**config.mk**
```make
export PLATFORM = sky130hd
export DESIGN_NAME = mem_arbiter
export DESIGN_NICKNAME = d
export VERILOG_FILES = /design/src/rtl/mem_arbiter.sv
export SDC_FILE = /design/constraint.sdc
export NUM_CORES = 1
export LEC_CHECK = 0
export CORE_MARGIN = 3
export CORE_UTILIZATION = 32
export CTS_BUF_LIST = sky130_fd_sc_hd__clkbuf_4 sky130_fd_sc_hd__clkbuf_8
export DETAILED_ROUTE_END_ITERATION = 6
export PLACE_DENSITY = 0.88
export SYNTH_ARGS = -nofsm -noshare
export SYNTH_HDL_FRONTEND = slang
export SYNTH_SLANG_ARGS = --single-unit
```
**constraint.sdc**
```tcl
create_clock -name clk -period 3.9 [get_ports clk]
set_clock_uncertainty 0.05 [all_clocks]
set_input_delay 0.585 -clock clk [delete_from_list [all_inputs] [get_ports clk]]
set_output_delay 0.585 -clock clk [all_outputs]
set_load 0.05 [all_outputs]
```
**src/rtl/mem_arbiter.sv**
```systemverilog
// rtl/mem_arbiter.sv - two-requester arbiter for the core memory port
// Core vs loader/debug port: round-robin when unlocked, locked loader bursts with a forced core slot.
`ifndef MEM_PAUSE
`define MEM_PAUSE 2'b00
`endif
`ifndef MEM_READ
`define MEM_READ 2'b01
`endif
`ifndef MEM_WRITE
`define MEM_WRITE 2'b10
`endif
`ifndef DATA_WIDTH
`define DATA_WIDTH 8
`endif

module mem_arbiter #(
   parameter int DATA_W    = `DATA_WIDTH,
   parameter int ADDR_W    = 8,
   parameter int MAX_BURST = 8
) (
   input  logic              clk,
   input  logic              rst_n,
   input  logic              i_core_req,
   input  logic [1:0]        i_core_action,
   input  logic [ADDR_W-1:0] i_core_addr,
   input  logic [DATA_W-1:0] i_core_wdata,
   output logic              o_core_gnt,
   output logic              o_core_rvalid,
   output logic [DATA_W-1:0] o_core_rdata,
   input  logic              i_ldr_req,
   input  logic              i_ldr_lock,
   input  logic [1:0]        i_ldr_action,
   input  logic [ADDR_W-1:0] i_ldr_addr,
   input  logic [DATA_W-1:0] i_ldr_wdata,
   output logic              o_ldr_gnt,
   output logic              o_ldr_rvalid,
   output logic [DATA_W-1:0] o_ldr_rdata,
   output logic [1:0]        o_mem_action,
   output logic [ADDR_W-1:0] o_mem_addr,
   output logic [DATA_W-1:0] o_mem_wdata,
   input  logic [DATA_W-1:0] i_mem_rdata
);

   localparam int CNT_W = $clog2(MAX_BURST + 1);

   typedef enum logic {UNLOCKED = 1'b0, LOCKED = 1'b1} state_t;

   state_t           state_q, state_d;
   logic [CNT_W-1:0] count_q, count_d;
   logic             last_ldr_q, last_ldr_d;
   logic             core_rvalid_q, ldr_rvalid_q;
   logic             core_valid, ldr_valid, burst_full;

   assign core_valid = i_core_req && (i_core_action == `MEM_READ || i_core_action == `MEM_WRITE);
   assign ldr_valid  = i_ldr_req  && (i_ldr_action  == `MEM_READ || i_ldr_action  == `MEM_WRITE);
   assign burst_full = (count_q == CNT_W'(MAX_BURST));

   always_ff @(posedge clk) begin
      if (!rst_n) begin
         state_q       <= UNLOCKED;
         count_q       <= '0;
         last_ldr_q    <= 1'b1;
         core_rvalid_q <= 1'b0;
         ldr_rvalid_q  <= 1'b0;
      end else begin
         state_q       <= state_d;
         count_q       <= count_d;
         last_ldr_q    <= last_ldr_d;
         core_rvalid_q <= o_core_gnt && (i_core_action == `MEM_READ);
         ldr_rvalid_q  <= o_ldr_gnt  && (i_ldr_action  == `MEM_READ);
      end
   end

   always_comb begin
      state_d    = state_q;
      count_d    = count_q;
      last_ldr_d = last_ldr_q;
      if (o_core_gnt)
         last_ldr_d = 1'b0;
      else if (o_ldr_gnt)
         last_ldr_d = 1'b1;
      case (state_q)
         UNLOCKED: begin
            if (o_ldr_gnt && i_ldr_lock) begin
               state_d = LOCKED;
               count_d = CNT_W'(1);
            end
         end
         LOCKED: begin
            // A loader that stops requesting releases the lock in that same cycle.
            if (!ldr_valid) begin
               state_d = UNLOCKED;
               count_d = '0;
            end else if (o_core_gnt) begin
               count_d = '0;
            end else if (!i_ldr_lock) begin
               state_d = UNLOCKED;
               count_d = '0;
            end else if (!burst_full) begin
               count_d = count_q + CNT_W'(1);
            end
         end
         default: begin
            state_d = UNLOCKED;
            count_d = '0;
         end
      endcase
   end

   always_comb begin
      o_core_gnt   = 1'b0;
      o_ldr_gnt    = 1'b0;
      o_mem_action = `MEM_PAUSE;
      o_mem_addr   = '0;
      o_mem_wdata  = '0;
      if (rst_n) begin
         if (state_q == LOCKED) begin
            // Saturated burst count holds until the core is actually waiting.
            if (burst_full && core_valid)
               o_core_gnt = 1'b1;
            else if (ldr_valid)
               o_ldr_gnt = 1'b1;
            else if (core_valid)
               o_core_gnt = 1'b1;
         end else if (core_valid && ldr_valid) begin
            o_core_gnt = last_ldr_q;
            o_ldr_gnt  = !last_ldr_q;
         end else begin
            o_core_gnt = core_valid;
            o_ldr_gnt  = ldr_valid;
         end
      end
      if (o_core_gnt) begin
         o_mem_action = i_core_action;
         o_mem_addr   = i_core_addr;
         o_mem_wdata  = i_core_wdata;
      end else if (o_ldr_gnt) begin
         o_mem_action = i_ldr_action;
         o_mem_addr   = i_ldr_addr;
         o_mem_wdata  = i_ldr_wdata;
      end
   end

   assign o_core_rvalid = core_rvalid_q && rst_n;
   assign o_ldr_rvalid  = ldr_rvalid_q  && rst_n;
   assign o_core_rdata  = i_mem_rdata;
   assign o_ldr_rdata   = i_mem_rdata;

endmodule

```
# After elaboration in Yosys (flattened, before gate mapping)
# Cells that the tools add are included.
# totals
register_bits	8
input_bits	49
output_inout_bits	38
word_cells	58
# op_classes
add_sub_neg	1
eq_ne	7
muxes	30
bitwise	1
reduce_logical	14
# op_table
cell	n
$mux 8	4
$mux 4	5
$mux 1	17
$logic_and 1x1->1	9
$pmux 4 s2	1
$ne 5x5->1 const B	1
$add 4x1->4 const B	1
$eq 2x1->1 const B	2
$eq 2x2->1 const B	2
$eq 4x4->1 const B	1
$mux 2	2
$logic_or 1x1->1	2
$ne 2x2->1 const B	1
$pmux 1 s2	1
$reduce_and 2->1	1
$reduce_bool 2->1	1
$logic_not 1->1	1
$not 1->1	1

# Logic depth before layout (Yosys ltp)
# logic_depth
ltp_word	11
depth_mapped	7
ltp_nobuf	6

# Worst setup path before layout
# Ideal clock, no wire load.
# synth_timing
path_type	in2out
startpoint	in i_ldr_action[1]
endpoint	out o_mem_action[0]
arrival_time_ps	2156
required_time_ps	3265
path_slack_ps	1109
stages	7
path_buffers	1
cell_sequence	inv_1 -> ha_1 -> and2b_1 -> nand2_1 -> nor2_1 -> buf_2 -> a22o_1
# synth_between
elab_chain_cells	9
elab_cells_between_ends	17
cone_classes	eq/ne: 2; mux: 12; reduce/logical: 3
# synth_rtl
item	line_no	rtl
start, declared	32	input logic [1:0] i_ldr_action,
$eq 2x1->1 (no source line) / $eq 2x2->1 (equally long branches)	-	
$logic_or 1x1->1 (no source line) (*)	-	
$logic_and 1x1->1 (*)	55	assign ldr_valid = i_ldr_req && (i_ldr_action == `MEM_READ || i_ldr_action == `MEM_WRITE);
$mux 1 / $logic_and 1x1->1 (equally long branches)	121, 125	
$mux 1 (on tied branches)	119, 125	
$mux 1 (*)	117	if (state_q == LOCKED) begin
$mux 1 (*)	116	if (rst_n) begin
named net o_ldr_gnt	35	output logic o_ldr_gnt,
$mux 2 (*)	137	end else if (o_ldr_gnt) begin
$mux 2 (*)	133	if (o_core_gnt) begin
end, declared	38	output logic [1:0] o_mem_action,
# The timed path passes the listed nets; every way through them passes the cells marked *.

# Worst setup path after layout
# layout_timing
startpoint	in i_core_action[1]
endpoint	out o_mem_wdata[1]
# layout_between
elab_chain_cells	9
elab_cells_between_ends	18
cone_classes	eq/ne: 2; mux: 12; reduce/logical: 4
# layout_rtl
item	line_no	rtl
start, declared	24	input logic [1:0] i_core_action,
$eq 2x1->1 (no source line) / $eq 2x2->1 (equally long branches)	-	
$logic_or 1x1->1 (no source line) (*)	-	
$logic_and 1x1->1 (*)	54	assign core_valid = i_core_req && (i_core_action == `MEM_READ || i_core_action == `MEM_WRITE);
$mux 1 (tied with other cells)	123	else if (core_valid)
$mux 1 (on tied branches)	121, 119, 125	
$mux 1 (on tied branches)	119, 117	
$mux 1 (on tied branches)	117, 116	
$mux 1 / $mux 8 (equally long branches)	116, 137	
$mux 8 (*)	133	
end, declared	40	output logic [DATA_W-1:0] o_mem_wdata,
# Every way passes the cells marked *; elsewhere a longest branch is shown, timed or not.

==> metrics.csv <==
metric;value;unit
status;complete, no violations;
FF-to-FF setup slack;2.25;ns
CTS buffer count;3;
area grow syn2layout;87.8;%
Setup crit start;i_core_action[1];
CTS max path bufs;2;
Final Hold Fails;0;
Ports;87;
Fillers;180;
Int Power;0.000222;W
Tcrit/Tclk final;82.3;%
mux share of post-synthesis cell area;0;%
share of the core filled with cells;67.4;%
compound-gate portion of the synthesized area;33.2;%
vias in the first global route;1002;
IO buf count;62;
largest net degree at the start of global routing;21;
clock power share;18.4;%
Synth Net Count;153;
Post-DRT Antenna Nets;0;
Fmax;0.312;GHz
DR vias/cell;5.43;
CTS Sinks;8;
# H-tree levels;1;
Post-Synth Simple-Gate Area;20.9;%
min cycle time layout;3.21;ns
Setup TNS;0;ns
Leak Pwr;0.636;nW
xor/xnor cell area share of the yosys netlist;0;%
mapped cell area;840;µm²
max cap viols;0;
post-synth cell types;31;
Worst-path clk slew;0.05;ns
Placement Setup Slack;0.698;ns
Core ar.;0.00234;mm²
worst path arrival time;2.58;ns
WHS;0.512;ns
Mapped Cells;100;
Initial DRC Count;31;
placer congestion estimate;0.967;
max-slew violation count;0;
HPWL after DPL;2560;µm
unrepaired setup endpoints after global routing;no;
critical path peak fanout;20;
layout cell share with drive strength beyond 1;19.2;%
area of the die;0.00327;mm²
Rel. slew slack;67.2;%
TritonCTS clock tree;yes;
Avg Inst Size Synth;8.40;µm²
Crit Path Class;input pin to primary output;
combinational share of power;56.3;%
wirelength, routed;2910;µm
GR Overflow Total;0;
Worst-Margin Slew;0.490;ns
post-synthesis adder-cell area fraction;5.96;%
r2r endpoint;count_q[2];
die height;57.2;µm
gr usage total;17.9;%
DR DRC count;0;
antenna cells;0;
root buf cell;clkbuf_4;
total power per unit cell area;218;mW/mm²
register area share after synthesis;19.1;%
Worst R2R Start;count_q[0];
switching power total;0.000122;W
Design Area, Final;0.00158;mm²
Reg2Reg Depth;6;
dpl cell area;0.00155;mm²
final worst slack;0.690;ns
synth warn;0;
# rows;17;
number of antenna violations at the first check in global routing;0;
Crit path required time;3.26;ns
die width;57.2;µm
number of synthesized flops with an enable pin;0;
hold buffer count at cts;0;
nets@finish;201;
Seq cells post-synth;8;
postcts setup bufs;0;
Switching Share;35.4;%
Synth async-reset ratio;0;%
largest family of logic cells by synthesized area;compound AO/OA/AOI/OAI gates;
Wirelength per Cell;16.7;µm
crit end category;primary output;
Sequential Power Share;25.3;%
Hold/Removal Path Class;flop to flop;
top_reg_cell synth;dfxtp_1;
Initial Util;35.9;%
cts repair resizes;0;
DR pass1 iterations;4;
global-route wire length before repair;4640;µm
worst vdd ir;136;µV
clk_lat worst skew;0.25;ns
CP Launch Type;input pin;
Setup-failing EPs final;0;
via count;945;
worst setup path end;o_mem_wdata[1];
==> cells in the mapped netlist, types with 3 or more instances <==
library cell | instances | area, µm²
a21oi_1 | 5 | 25.0
a22o_1 | 18 | 158
and2_1 | 4 | 25.0
buf_4 | 16 | 120
dfxtp_1 | 8 | 160
ha_1 | 4 | 50.1
inv_1 | 5 | 18.8
nand2_1 | 4 | 15.0
nand2b_1 | 3 | 18.8
nand3b_1 | 3 | 22.5
nor2_1 | 3 | 11.3
==> placed cells by master (no fill, tap or decap), types with 3 or more instances in the layout <==
master / n
nand3b_1: 3
dfxtp_1: 8
nand2b_1: 3
clkbuf_4: 3
inv_1: 5
clkdlybuf4s50_1: 42
ha_1: 4
a21oi_1: 5
nor2_1: 3
a22o_1: 18
buf_12: 20
and2_1: 4
nand2_1: 4
==> final cells by class <==
type                    count  area, µm²  area share, %
repair buffers             64        836           53.0
multi-input cells          66        504           32.0
flip-flops and latches      8        160           10.2
well taps                  28       35.0           2.22
clock buffers               3       22.5           1.43
inverters                   5       18.8           1.19
==> how the worst min path moves through the flow <==
stage	from	to	slack, ns	depth (start not counted)
after floorplan	count_q[1]	count_q[1]	0.44	1
after detailed placement	count_q[1]	count_q[1]	0.50	1
after global routing	count_q[0]	count_q[0]	0.54	2
after CTS	count_q[0]	count_q[0]	0.51	2
final	count_q[1]	count_q[1]	0.51	1
after global placement	count_q[1]	count_q[1]	0.47	1
==> stage by stage <==
step                      power [W]  instances
after global routing       0.000362        174
after CTS                  0.000346        174
after global placement     0.000279        171
final                      0.000343        174
after detailed placement   0.000283        171
after floorplan            0.000218        100
==> state kept, by name, summed over array words and instances, names as in the netlist <==
name           flops
last_ldr_q         1
core_rvalid_q      1
ldr_rvalid_q       1
count_q            4
state_q            1
==> power by group through the flow <==
stage | clock network [W] | registers [W] | logic, W
floorplan | 0 | 0.0000879 | 0.000130
finish | 0.0000631 | 0.0000870 | 0.000193
global placement | 0 | 0.0000883 | 0.000190
detailed placement | 0 | 0.0000887 | 0.000194
global route | 0.0000725 | 0.0000871 | 0.000203
CTS | 0.0000638 | 0.0000868 | 0.000195
==> metal layers <==
metal  up-vias  GRT usage, %  share of wire [%]
met3         2          5.43                8.2
met4         0          3.31               0.62
li1        453             -                  -
met1       436          18.5                 35
met5         -             0                  0
met2        54          35.4                 56
==> worst max-delay path: stages <==
cell	delay (ns)
clkdlybuf4s50_1	0.48
inv_1	0.05
ha_1	0.29
nand2b_1	0.22
a311oi_2	0.27
buf_4	0.28
a22o_1	0.25
buf_12	0.15
==> kinds of logic (layout without fill, tap and decap cells) <==
logic type / count (synthesis) / count (layout)
flip-flops: 8 / 8
AND/OR/NAND/NOR: 27 / 27
adder cells (fa/ha/maj): 4 / 4
buffers and inverters: 26 / 72
AO/OA/AOI/OAI: 35 / 35
Note: power is estimated with default switching activity, not from simulation.
